**config.mk**
```make
export PLATFORM = sky130hd
export DESIGN_NAME = ccff_bitstream_loader
export DESIGN_NICKNAME = d
export VERILOG_FILES = /design/src/rtl/ccff_bitstream_loader.sv
export SDC_FILE = /design/constraint.sdc
export NUM_CORES = 1
export LEC_CHECK = 0
export ABC_AREA = 1
export BUFFER_PORTS_ARGS = -buffer_cell sky130_fd_sc_hd__buf_2
export CORE_ASPECT_RATIO = 2
export CORE_MARGIN = 2
export CORE_UTILIZATION = 52
export DETAILED_ROUTE_END_ITERATION = 8
export HOLD_SLACK_MARGIN = 0.03
export PLACE_DENSITY = 0.76
export SKIP_CTS_REPAIR_TIMING = 1
export SYNTH_ARGS = -nofsm -noshare
export SYNTH_HDL_FRONTEND = slang
export SYNTH_SLANG_ARGS = --single-unit
```
**constraint.sdc**
```tcl
create_clock -name prog_clk -period 1.5 [get_ports prog_clk]
set_input_delay 0.075 -clock prog_clk [delete_from_list [all_inputs] [get_ports prog_clk]]
set_output_delay 0.075 -clock prog_clk [all_outputs]
set_load 0.1 [all_outputs]
```
**src/rtl/ccff_bitstream_loader.sv**
```systemverilog
// ccff_bitstream_loader
// Feeds the IO-tile configuration chain. Bitstream words arrive over a
// valid/ready handshake and are shifted MSB-first onto ccff_head, one bit per
// enabled prog_clk. Pads stay isolated (IO_ISOL_N=0) until exactly CHAIN_LEN
// bits have been shifted in; after that, isolation is released.
//
// Ports
//   prog_clk, prog_reset   clock, synchronous active-high reset
//   start                  pulse; honoured only in IDLE/DONE
//   cfg_data/valid/ready   bitstream word handshake
//   ccff_head              serial bit into chain head (registered)
//   ccff_tail              serial bit returning from chain tail
//   prog_clk_en            chain shift enable, high only on valid ccff_head cycles
//   IO_ISOL_N, busy, done  status
//   tail_crc               (CCFF_TAIL_CRC_EN only) CRC-16-CCITT of the tail stream
//
// Optional feature macro: CCFF_TAIL_CRC_EN
module ccff_bitstream_loader #(
  parameter int CHAIN_LEN = 40,
  parameter int WORD_W    = 32
) (
  input  logic              prog_clk,
  input  logic              prog_reset,
  input  logic              start,
  input  logic [WORD_W-1:0] cfg_data,
  input  logic              cfg_valid,
  output logic              cfg_ready,
  output logic              ccff_head,
  input  logic              ccff_tail,
  output logic              prog_clk_en,
  output logic              IO_ISOL_N,
  output logic              busy,
`ifdef CCFF_TAIL_CRC_EN
  output logic [15:0]       tail_crc,
`endif
  output logic              done
);

  localparam int CNT_W = $clog2(CHAIN_LEN + 1);
  localparam int POS_W = $clog2(WORD_W + 1);
  localparam logic [CNT_W-1:0] LAST_CNT = CNT_W'(CHAIN_LEN);
  localparam logic [POS_W-1:0] LAST_POS = POS_W'(WORD_W);

  typedef enum logic [1:0] {S_IDLE, S_LOAD, S_SHIFT, S_DONE} state_t;

  state_t            r_state;
  logic [WORD_W-1:0] r_shift;
  logic [CNT_W-1:0]  r_bit_cnt;  // bits presented so far, including the one on ccff_head
  logic [POS_W-1:0]  r_wpos;     // bits of the current word presented so far
  logic              r_ready, r_head, r_en, r_isol_n, r_busy, r_done;

  logic             w_chain_full, w_word_end, w_load;
  logic [CNT_W-1:0] w_next_cnt;
  logic [POS_W-1:0] w_next_pos;

  assign w_chain_full = (r_bit_cnt == LAST_CNT);
  assign w_word_end   = (r_wpos == LAST_POS);
  assign w_next_cnt   = r_bit_cnt + CNT_W'(1);
  assign w_next_pos   = r_wpos + POS_W'(1);
  // A word is taken either from LOAD or in the last-bit slot of a non-final
  // word; the latter keeps prog_clk_en continuous across word boundaries.
  assign w_load = r_ready & cfg_valid &
                  ((r_state == S_LOAD) ||
                   (r_state == S_SHIFT && !w_chain_full && w_word_end));

  always_ff @(posedge prog_clk) begin
    if (prog_reset) begin
      r_state   <= S_IDLE;
      r_shift   <= '0;
      r_bit_cnt <= '0;
      r_wpos    <= '0;
      r_ready   <= 1'b0;
      r_head    <= 1'b0;
      r_en      <= 1'b0;
      r_isol_n  <= 1'b0;
      r_busy    <= 1'b0;
      r_done    <= 1'b0;
    end else if (w_load) begin
      // MSB goes straight to the head; the rest waits in the shift register.
      r_state   <= S_SHIFT;
      r_head    <= cfg_data[WORD_W-1];
      r_shift   <= {cfg_data[WORD_W-2:0], 1'b0};
      r_wpos    <= POS_W'(1);
      r_bit_cnt <= w_next_cnt;
      r_en      <= 1'b1;
      r_ready   <= 1'b0;  // WORD_W>=2, so the first bit is never a word's last
    end else begin
      case (r_state)
        S_IDLE, S_DONE: begin
          if (start) begin
            r_state   <= S_LOAD;
            r_bit_cnt <= '0;
            r_ready   <= 1'b1;
            r_busy    <= 1'b1;
            r_done    <= 1'b0;
            r_isol_n  <= 1'b0;
          end
        end
        S_LOAD: ;  // wait for handshake, outputs already set
        S_SHIFT: begin
          if (w_chain_full) begin
            // Remaining low bits of the final word are dropped here.
            r_state  <= S_DONE;
            r_en     <= 1'b0;
            r_ready  <= 1'b0;
            r_busy   <= 1'b0;
            r_done   <= 1'b1;
            r_isol_n <= 1'b1;
          end else if (w_word_end) begin
            // No word offered in the last-bit slot: bubble, head holds.
            r_state <= S_LOAD;
            r_en    <= 1'b0;
          end else begin
            r_head    <= r_shift[WORD_W-1];
            r_shift   <= {r_shift[WORD_W-2:0], 1'b0};
            r_wpos    <= w_next_pos;
            r_bit_cnt <= w_next_cnt;
            r_ready   <= (w_next_pos == LAST_POS) && (w_next_cnt != LAST_CNT);
          end
        end
        default: r_state <= S_IDLE;
      endcase
    end
  end

  assign cfg_ready   = r_ready;
  assign ccff_head   = r_head;
  assign prog_clk_en = r_en;
  assign IO_ISOL_N   = r_isol_n;
  assign busy        = r_busy;
  assign done        = r_done;

`ifdef CCFF_TAIL_CRC_EN
  // CRC-16-CCITT (0x1021, init 0xFFFF, MSB-first) over the bits leaving the
  // chain tail; it reads back what the previous programming pass loaded.
  logic [15:0] r_crc;
  logic        w_fb, w_start_ok;
  assign w_fb       = r_crc[15] ^ ccff_tail;
  assign w_start_ok = start & ((r_state == S_IDLE) || (r_state == S_DONE));

  always_ff @(posedge prog_clk) begin
    if (prog_reset || w_start_ok) r_crc <= 16'hFFFF;
    else if (r_en)                r_crc <= {r_crc[14:0], 1'b0} ^ (w_fb ? 16'h1021 : 16'h0000);
  end
  assign tail_crc = r_crc;
`else
  logic w_unused_tail;
  assign w_unused_tail = ccff_tail;
`endif

endmodule
```
# Word level (Yosys, flattened, before mapping)
# Cells that the tools add are included.
# totals
regBits	50
latchBits	0
ram_bits	0
mem_bits_ro	0
input_bits	37
out_inout_bits	6
word_cells	90
n_memories	0
# op_classes
n_addsub	2
mul	0
n_div	0
n_lt_le_gt_ge	0
eq_ne	17
shift	0
muxes	35
n_bitwise	5
reduce_logical	20
# ops
operator	count
$mux W32	4
$mux W6	4
$eq A6 B6 Y1 const B	3
$mux W1	18
$ne A3 B3 Y1 const B	5
$reduce_and A3 Y1	5
$add A6 B1 Y6 const B	2
$pmux W6 S2	1
$mux W2	4
$reduce_and A4 Y1	2
$ne A6 B6 Y1 const B	1
$pmux W1 S2	3
$reduce_bool A3 Y1	2
$eq A2 B2 Y1 const B	2
$ne A2 B1 Y1 const B	2
$ne A2 B2 Y1 const B	2
$ne A4 B4 Y1 const B	1
$pmux W2 S2	1
$reduce_bool A2 Y1	2
$reduce_or A2 Y1	2
$logic_and A1 B1 Y1	3
$not A1 Y1	3
$and A1 B1 Y1	2
$eq A2 B1 Y1 const B	1
other kinds (4)	4

# Logic depth before layout (Yosys ltp)
# Gate-level depths: netlist of run 1.
# depth
word_depth	8
ltp_mapped	12
depth_no_buf	11

# Worst setup path before layout of run 1
# No wires, ideal clock.
# synth_timing
path_type	reg2reg
startpoint	register r_ready, in the netlist cfg_ready
endpoint	register r_shift[10]
setup_ns	0.057
t_arrival_ns	1.981
required_time_ns	1.443
path_slack_ns	-0.538
path_stages_with_launch	8
path_buffers	1
period_less_slack_ns	2.038
path_cell_list	dfxtp_1 nand2_1 clkinv_1 clkbuf_1 nand3_1 nand3_1 nand2_1 inv_1
# synth_via
elab_chain_cells	4
elab_cells_between_ends	7
cone_classes	eq/ne: 2; mux: 1; bitwise: 2; reduce/logical: 2
# synth_rtl
item	line_no	source
from (decl)	50	logic r_ready, r_head, r_en, r_isol_n, r_busy, r_done;
from (signal assigned)	118	r_ready <= (w_next_pos == LAST_POS) && (w_next_cnt != LAST_CNT);
$and A1 B1 Y1 * (2 in series)	62	assign w_load = r_ready & cfg_valid &
$ne A2 B1 Y1 (no source line) or $reduce_bool A2 Y1 (tied branches)	-	
$reduce_and A3 Y1 (no source line)	-	
to (signal assigned)	82	r_shift <= {cfg_data[WORD_W-2:0], 1'b0};
to (signal assigned)	115	r_shift <= {r_shift[WORD_W-2:0], 1'b0};
to (decl)	47	logic [WORD_W-1:0] r_shift;
# Mark *: on every way between the ends. The rest lies on a longest branch, timed or not.
# A chain may end at the register's enable or synchronous reset.

# Worst setup path after layout of run 1
# layout_timing
startpoint	register r_wpos[1]
endpoint	register r_shift[20]
# layout_via
elab_chain_cells	6
elab_cells_between_ends	9
cone_classes	eq/ne: 3; mux: 1; bitwise: 1; reduce/logical: 4
# layout_rtl
item	line_no	source
from (decl)	49	logic [POS_W-1:0] r_wpos;
from (signal assigned)	116	r_wpos <= w_next_pos;
$eq A6 B6 Y1 *	57	assign w_word_end = (r_wpos == LAST_POS);
$logic_and A1 B1 Y1	64	(r_state == S_SHIFT && !w_chain_full && w_word_end));
$logic_or A1 B1 Y1	63	((r_state == S_LOAD) ||
$and A1 B1 Y1	62	
$ne A2 B1 Y1 (no source line) or $reduce_bool A2 Y1 (tied branches)	-	
$reduce_and A3 Y1 (no source line)	-	
# Marked as above.

==> impl_metrics.py, run 1 <==
metrics = {
    "final_layout": {
        "insertedDiodeCount": 0,
        "final_core_util_pct": 71.62,
        "layout-drive-gt1-share_pct": 35.08,
        "fin_nets": 539,
        "design_area_um2": 4019,
        "fill_cells": 424,
        "area_growth_pct": 35.36,
    },
    "setup_path": {
        "r2r-start": "r_wpos[1]",
        "cp-end-kind": "register",
        "start_kind": "register",
        "required_ns": 1.67,
        "critPathMaxFanout": 8,
        "arrival_ns": 1.85,
        "rrSetupSlack_ns": -0.18,
        "regToRegEndpoint": "r_shift[20]",
        "crit_type": "register to register",
        "r2r_cells": 12,
    },
    "yosys": {
        "ys_warn_count": 0,
        "yosys-top-cells-area": "dfxtp_1, nand3_1, o2111ai_1",
        "synth_area_leader_cell": "dfxtp_1",
        "synth_top_area_share_pct": 33.71,
        "synth_fp_nets": 471,
        "ys_seq_area_share_pct": 33.71,
        "ys_ff_latch": 50,
        "synthesis.area_um2": 2969,
        "syn-instance-count": 427,
        "synthDistinctLibCells": 30,
        "avgSynthCellArea_um2": 6.953,
    },
    "global_route": {
        "grt_util_all_layers_pct": 23.53,
        "gr-total-overflow": 0,
        "grt_pass1_vias": 2719,
        "grt_start_max_net_pins": 33,
        "grt_first_pass_wirelength_um": 12140,
        "antenna_found_initial": 0,
    },
    "power_and_ir_drop": {
        "power_mw": 3.875,
        "power_density_nw_per_um2": 964.2,
        "p_leak_nw": 1.779,
        "ir_worst_vdd_uv": 855.5,
    },
    "place": {
        "port_buffers": 41,
        "gp_congestion": 0.8887,
        "place_area_um2": 3453,
        "place_hpwl_um": 4687,
    },
    "route": {
        "drt-vias-per-instance": 5.540,
        "drt_iter0_drc": 182,
        "vias": 3086,
        "ant_nets": 0,
        "wl_um": 8478,
        "dr.pass1.iters": 5,
        "routedWlPerCell_um": 15.22,
        "drc": 0,
    },
    "cts": {
        "cts_root_buffer": "clkbuf_16",
        "h-tree-depth": 2,
        "cts_sinks": 50,
        "cts_buffers": 5,
        "clock_latency_ns": 0.30,
        "tritoncts": "done",
        "path_clk_slew_ns": 0.07,
        "cts_buffer_depth": 2,
    },
    "sta": {
        "fmax_ghz": 0.5946,
        "fin_crit_sh_pct": 112.1,
        "setup_ws_ns": -0.1817,
        "relSlewSlack_pct": 67.94,
        "setup_tns_ns": -5.165,
        "final_hold_viol_count": 0,
        "finClkSkew_ns": 0.005250,
        "hold_slack_ns": 0.04815,
        "rsz0062_at_grt": "yes",
        "tightest_slew_ns": 0.4843,
        "setup_viol": 48,
        "fin_crit_ns": 1.682,
        "maxSlewViolCount": 0,
    },
    "die": {
        "die_w_um": 57.43,
        "fp-row-count": 39,
        "die_y_um": 110.9,
        "coreArea_um2": 5612,
        "io_pins": 43,
        "initial_utilization_pct": 52.91,
        "die_area_um2": 6367,
    },
    "status": {
        "status": "complete, but fails checks",
        "violations": "negative setup slack",
    },
    "worst_hold_path": {
        "min_to": "r_shift[1]",
        "min-delay-start": "cfg_data[0]",
        "hold_class": "primary input to register",
        "holdPathStages": 3,
    },
    "run": {
        "drv_cap": 0,
    },
}
[state kept, by name, indices dropped and copies added, names as in the netlist]
| signal | cells |
|---|---|
| busy | 1 |
| ccff_head | 1 |
| cfg_ready | 1 |
| done | 1 |
| prog_clk_en | 1 |
| r_bit_cnt | 6 |
| r_shift | 31 |
| r_state | 2 |
| r_wpos | 6 |
[cell usage after synthesis]
cell       number
nand2_1        60
o2111ai_1      31
nand4_1         1
buf_6           3
or2_0           1
inv_2           1
nor2_4          1
ha_1            7
nand3b_1        1
clkbuf_1       13
or2_2           1
nand3_2         1
nand2_4         3
dfxtp_1        50
buf_4           6
inv_1          54
nand2_8         1
nand3_1        67
clkinv_1        1
xor2_1          5
nand2_2         1
a21oi_1        18
nor2_2         20
xnor2_1         2
nor2_1         65
o21ai_0         2
buf_2           7
nor3_1          2
nor2_8          1
a21o_1          1
[metal layers]
layer	up-vias	GRT usage, %	routed length [um]
li1	1535	-	-
met1	1446	31.11	3406
met2	87	37.35	4490
met3	18	3.851	376
met4	0	9.457	205
met5	-	0	0
[kinds of logic after synthesis]
kind of cell,Yosys count,share of synthesized area [%]
AO/OA/AOI/OAI,52,12.77
XOR/XNOR,7,2.065
adder cells (fa/ha/maj),7,2.950
buffers and inverters,85,12.56
flip-flops,50,33.71
AND/OR/NAND/NOR,226,35.95
[layout by cell type, fill, tap and decap left out, types with 3 or more instances in the layout]
cell	netlist	final
nand2_1	60	55
buf_4	6	35
ha_1	7	3
nor2_4	1	7
inv_2	1	7
nand2_2	1	3
nand3_2	1	6
clkbuf_16	0	9
o2111ai_1	31	31
nand2_8	1	3
nand2_4	3	4
dfxtp_2	0	7
nor2_1	65	56
a21oi_1	18	12
buf_12	0	6
inv_1	54	48
a21oi_2	0	6
nor2_2	20	23
nand3_1	67	61
xor2_1	5	5
buf_6	3	3
dfxtp_1	50	42
ha_4	0	3
buf_2	7	41
[cell type report]
class                   instances  area (um2)  share of cell area, %
multi-input cells             292        1804                  44.89
flip-flops and latches         50        1013                  25.22
repair buffers                 90       737.0                  18.34
inverters                      56       210.2                  5.230
clock buffers                   6       138.9                  3.456
well taps                      61       76.32                  1.899
clock inverters                 2       38.79                 0.9651
[through the flow]
stage	setup WS [ns]	std cells
2_1_floorplan	-0.02537	427
6_report	-0.1817	557
5_1_grt	-0.2883	557
3_5_place_dp	-0.1105	539
3_3_place_gp	-0.1104	539
4_1_cts	-0.1840	547
[worst max-delay path, cell delays in order (launching register included)]
cell,delay [ns]
dfxtp_2,0.33
inv_2,0.06
ha_4,0.14
nand3_4,0.07
nor2_4,0.16
nand3_2,0.12
nand2_4,0.13
nand2_8,0.09
nand2_8,0.11
clkbuf_16,0.17
nor2_2,0.04
nor2_1,0.08
nor2_1,0.05
[power by group]
group | switching (mW) | total, mW | leakage [nW] | internal [mW]
Clock | 0.525 | 1.36 | 0.0875 | 0.839
Sequential | 0.0377 | 1.43 | 0.408 | 1.39
Combinational | 0.655 | 1.08 | 1.28 | 0.427
Total | 1.22 | 3.87 | 1.78 | 2.66
[how the worst max path moves through the flow]
stage,to,slack (ns),cells after the start,from
after floorplan,ccff_head,-0.03,12,r_wpos[0]
after global placement,r_bit_cnt[0],-0.11,10,r_bit_cnt[0]
after detailed placement,r_bit_cnt[5],-0.11,10,r_state[0]
after CTS,r_shift[19],-0.18,11,r_wpos[0]
after global routing,r_shift[20],-0.29,12,r_wpos[1]
final,r_shift[20],-0.18,12,r_wpos[1]
(Power assumes the default switching activity.)
==> inputs of run 2 (changes only) <==
Settings changed: CORE_MARGIN 2 to 8.
==> impl_metrics.py, run 2 (synthesis results as in run 1) <==
metrics = {
    "status": {
        "status": "complete, but fails checks",
        "violations": "negative setup slack",
    },
    "sta": {
        "final_hold_viol_count": 0,
        "rsz0062_at_grt": "yes",
        "fin_crit_sh_pct": 113.7,
        "tightest_slew_ns": 0.4915,
        "fmax_ghz": 0.5863,
        "setup_ws_ns": -0.2055,
        "setup_viol": 48,
        "maxSlewViolCount": 0,
        "fin_crit_ns": 1.706,
        "relSlewSlack_pct": 67.46,
        "finClkSkew_ns": 0.009879,
    },
    "worst_hold_path": {
        "hold_class": "primary input to register",
    },
    "route": {
        "topRoutingLayerUsed": "met4",
        "ant_nets": 0,
        "vias": 3214,
        "routedWlPerCell_um": 16.39,
        "met3_length_um": 558,
        "routed-wl-met2_um": 4832,
        "m1WireLength_um": 3501,
        "drt_iter0_drc": 332,
        "dr.pass1.iters": 5,
        "drt-vias-per-instance": 5.729,
        "drc": 0,
        "wl_um": 9195,
    },
    "cts": {
        "tritoncts": "done",
        "cts_buffer_depth": 2,
        "cts_root_buffer": "clkbuf_16",
        "cts_sinks": 50,
        "cts_buffers": 5,
        "clock_latency_ns": 0.29,
        "path_clk_slew_ns": 0.07,
        "h-tree-depth": 2,
    },
    "final_layout": {
        "insertedDiodeCount": 0,
        "largest_reg_flops": 31,
        "area_growth_pct": 36.58,
        "final_core_util_pct": 72.26,
        "final_cells": 561,
        "layout-drive-gt1-share_pct": 35.20,
        "final_common_cell": "nor2_1",
        "registers.top_by_ff_count": "r_shift",
        "top_regs": "r_shift: 31 flops, r_bit_cnt: 6 flops, r_wpos: 6 flops",
        "fin_nets": 543,
        "final_cell_mix": "nor2_1, nand2_1, nand3_1, inv_1, dfxtp_1",
    },
    "global_route": {
        "grt_first_pass_wirelength_um": 12840,
        "grt_start_max_net_pins": 32,
        "antenna_found_initial": 0,
        "grt_util_all_layers_pct": 17.67,
        "gr-total-overflow": 0,
        "grt_pass1_vias": 2874,
    },
    "die": {
        "coreArea_um2": 5612,
        "die_area_um2": 8530,
        "fp-row-count": 39,
        "initial_utilization_pct": 52.91,
        "die_w_um": 69.43,
        "die_y_um": 122.9,
        "io_pins": 43,
    },
    "setup_path": {
        "critPathMostFrequentCell": "nand3_1",
        "cp-end-kind": "register",
        "crit_type": "register to register",
        "start_kind": "register",
        "crit_chain": "inv_2 > ha_4 > nand3_2 > nor2_4 > nand3_4 > nand2_4 > nand2_8 > buf_4 > buf_6 > nand3_1 > nand3_1 > nand2_1 > inv_1",
        "critPathMaxStageDelay_ns": 0.32,
        "arrival_ns": 1.90,
        "critPathMaxFanout": 5,
        "required_ns": 1.69,
        "crit_slowest_cell": "dfxtp_2",
    },
    "run": {
        "drv_cap": 0,
    },
    "place": {
        "place_hpwl_um": 5054,
        "dpl.cell_count": 537,
        "port_buffers": 41,
        "gp_congestion": 0.8748,
    },
    "power_and_ir_drop": {
        "power_density_nw_per_um2": 917.3,
        "p_leak_nw": 1.809,
        "ir_worst_vdd_uv": 1014,
    },
}
[run 2: worst paths after layout]
check                                   end  slack (ns)  depth (start not counted)         from
worst max register to register  r_shift[14]       -0.21                         13    r_wpos[1]
worst max-delay path            r_shift[14]       -0.21                         13    r_wpos[1]
worst min-delay path             r_shift[1]        0.04                          3  cfg_data[0]
worst min register to register  prog_clk_en        0.48                          2  prog_clk_en
[run 2: power by group]
| group | internal (mW) | switching [mW] |
|---|---|---|
| combinational | 0.393 | 0.665 |
| sequential | 1.39 | 0.0387 |
| clock | 0.714 | 0.518 |
| total | 2.50 | 1.22 |
[run 2: area by class of cell]
class	count	area, um2
multi-input combinational	292	1805
clock inverter	1	8.758
tap	61	76.32
timing repair buffer	94	778.2
clock buffer	7	152.6
inverter	56	220.2
fill	419	1556
sequential	50	1013
[run 2: metrics by stage]
step / TNS [ns] / hold WS, ns / area, um2 / power, mW / worst slack [ns]
after floorplan: -0.3942 / 0.2401 / 2987 / 2.020 / -0.02537
after global placement: -2.743 / 0.3752 / 3426 / 2.264 / -0.09230
after detailed placement: -4.160 / 0.3806 / 3426 / 2.273 / -0.1206
after CTS: -4.880 / 0.07500 / 3587 / 3.482 / -0.1774
after global routing: -9.068 / 0.05337 / 4055 / 3.849 / -0.2830
final: -4.615 / 0.04033 / 4055 / 3.720 / -0.2055
[run 2: worst max-delay path: cells and delay by family, from the launching register on]
kind | cells | cell delay [ns]
adders and majority gates | 1 | 0.12
buffers and inverters | 4 | 0.37
DFF | 1 | 0.32
and+or+nand+nor | 8 | 0.77
[run 2: metal layers]
layer,vias to the layer above,global-route usage [%]
met3,32,2.589
met5,-,0
met1,1482,21.68
met4,0,6.065
met2,150,30.61
li1,1550,-
==> inputs of run 3 (changes only) <==
Settings changed: ABC_AREA 1 to not set, CORE_MARGIN 8 to 2, CORE_UTILIZATION 52 to 51, PLACE_DENSITY 0.76 to 0.75.
==> impl_metrics.py, run 3 <==
metrics = {
    "final_layout": {
        "final_common_cell": "buf_4",
        "area_growth_pct": 36.34,
        "top_regs": "r_shift: 31 flops, r_bit_cnt: 6 flops, r_wpos: 6 flops",
        "final_core_util_pct": 71.98,
        "fin_nets": 423,
        "registers.top_by_ff_count": "r_shift",
        "largest_reg_flops": 31,
        "final_cell_mix": "buf_4, buf_2, dfxtp_1, nor2_1",
        "layout-drive-gt1-share_pct": 50.26,
        "insertedDiodeCount": 0,
    },
    "setup_path": {
        "crit_end": "r_shift[17]",
        "arrival_ns": 1.99,
        "required_ns": 1.73,
        "r2r-start": "r_wpos[3]",
        "cp-end-kind": "register",
        "crit_type": "register to register",
        "crit_start": "r_wpos[3]",
        "start_kind": "register",
        "critPathMaxFanout": 23,
        "regToRegEndpoint": "r_shift[17]",
        "rrSetupSlack_ns": -0.26,
        "r2r_cells": 6,
    },
    "yosys": {
        "synthesis.area_um2": 2861,
        "synth_area_leader_cell": "dfxtp_1",
        "synthTopCellsByCount": "dfxtp_1, nor2_1, mux2i_1, a221oi_2, nand3_1",
        "synth_fp_nets": 339,
        "synth_top_area_share_pct": 34.98,
        "ys_ff_latch": 50,
        "ys_seq_area_share_pct": 34.98,
        "synthDistinctLibCells": 49,
        "yosys_most_used_dff": "dfxtp_1",
        "synth-edff-count": 0,
        "avgSynthCellArea_um2": 9.700,
        "synthArstFlopShare_pct": 0,
        "yosys-top-cells-area": "dfxtp_1, a221oi_2, mux2i_1",
        "syn-instance-count": 295,
        "synth.most_common_cell": "dfxtp_1",
        "ys_warn_count": 0,
    },
    "sta": {
        "finClkSkew_ns": 0.006177,
        "maxSlewViolCount": 0,
        "setup_ws_ns": -0.2623,
        "tightest_slew_ns": 0.5002,
        "rsz0062_at_grt": "yes",
        "setup_viol": 50,
        "final_hold_viol_count": 0,
        "fin_crit_ns": 1.762,
        "fmax_ghz": 0.5674,
        "relSlewSlack_pct": 66.65,
        "fin_crit_sh_pct": 117.5,
    },
    "route": {
        "drt-vias-per-instance": 5.957,
        "routedWlPerCell_um": 17.80,
        "drc": 0,
        "vias": 2621,
        "wl_um": 7834,
        "dr.pass1.iters": 4,
        "drt_iter0_drc": 121,
        "ant_nets": 0,
    },
    "power_and_ir_drop": {
        "power_mw": 3.033,
        "p_leak_nw": 1.690,
        "ir_worst_vdd_uv": 664.6,
        "power_density_nw_per_um2": 777.4,
    },
    "run": {
        "drv_cap": 0,
    },
    "status": {
        "violations": "negative setup slack",
        "status": "complete, but fails checks",
    },
    "global_route": {
        "grt_util_all_layers_pct": 24.11,
        "grt_first_pass_wirelength_um": 11850,
        "gr-total-overflow": 0,
        "antenna_found_initial": 0,
        "grt_pass1_vias": 2649,
        "grt_start_max_net_pins": 25,
    },
    "cts": {
        "cts_sinks": 50,
        "cts_buffer_depth": 2,
        "cts_buffers": 5,
        "cts_root_buffer": "clkbuf_8",
        "h-tree-depth": 2,
        "tritoncts": "done",
        "path_clk_slew_ns": 0.10,
        "clock_latency_ns": 0.31,
    },
    "place": {
        "gp_congestion": 0.9470,
        "place_hpwl_um": 5504,
        "port_buffers": 41,
    },
    "die": {
        "die_w_um": 56.97,
        "die_y_um": 109.9,
        "fp-row-count": 38,
        "coreArea_um2": 5420,
        "initial_utilization_pct": 52.79,
        "die_area_um2": 6262,
        "io_pins": 43,
    },
    "worst_hold_path": {
        "min-delay-start": "cfg_data[0]",
        "hold_class": "primary input to register",
    },
}
[run 3: changes by cell type after synthesis, moves of 9 or more]
cell / before / now
nand3_1: 67 / 13
nand2_1: 60 / 12
inv_1: 54 / 10
mux2i_1: 0 / 34
o2111ai_1: 31 / 0
a221oi_2: 0 / 28
nor2_1: 65 / 37
nor2_2: 20 / 0
a21oi_1: 18 / 9
[run 3: metal layers]
metal | vias up | wire [um] | GRT usage (%)
li1 | 1267 | - | -
met1 | 1266 | 2685 | 23.72
met2 | 61 | 4500 | 46.55
met3 | 27 | 218 | 2.235
met4 | 0 | 431 | 14.95
met5 | - | 0 | 0
[run 3: kinds of logic after synthesis]
logic type      count (synthesis)  share of synthesized area, %
buf+inv                        34                         6.515
flops                          50                         34.98
compound gates                 67                         24.05
mux                            35                         12.29
simple gates                   95                         16.97
xor+xnor                        7                         2.143
fa+ha+maj                       7                         3.061
[run 3: where the power goes]
group	switching [mW]	leakage [nW]	internal (mW)
sequential	0.0316	0.410	1.37
combinational	0.372	1.22	0.280
clock	0.475	0.0585	0.500
total	0.878	1.69	2.15
[run 3: cell type report]
| type | count | area (um2) |
|---|---|---|
| Multi-Input combinational cell | 211 | 1926 |
| Fill cell | 402 | 1519 |
| Sequential cell | 50 | 1017 |
| Timing Repair Buffer | 101 | 733.2 |
| Tap cell | 60 | 75.07 |
| Clock buffer | 5 | 68.82 |
| Clock inverter | 3 | 43.79 |
| Inverter | 10 | 37.54 |
[run 3: worst max-delay path, cell delays in order (launching register included)]
cell	delay [ns]
dfxtp_1	0.33
or4b_4	0.58
nor2_4	0.12
a21o_4	0.15
nand2_4	0.06
buf_12	0.16
a221oi_4	0.27
[run 3: worst min-delay path by stage]
stage,end,slack (ns),cells past startpoint
2_1_floorplan,done,0.24,2
3_3_place_gp,r_shift[1],0.36,3
6_report,r_shift[1],0.04,3
4_1_cts,r_shift[1],0.04,3
3_5_place_dp,r_shift[1],0.36,3
5_1_grt,r_shift[1],0.08,3
[run 3: metrics by stage]
stage / std cells / hold WS (ns) / setup TNS (ns) / instance area [um2] / worst slack, ns
after floorplan: 295 / 0.2403 / -13.82 / 2925 / -0.3513
after global placement: 428 / 0.3555 / -8.584 / 3535 / -0.2228
after detailed placement: 428 / 0.3592 / -10.50 / 3535 / -0.2777
after CTS: 436 / 0.04222 / -12.03 / 3647 / -0.3414
after global routing: 440 / 0.08472 / -12.12 / 3901 / -0.3248
final: 440 / 0.04046 / -9.413 / 3901 / -0.2623
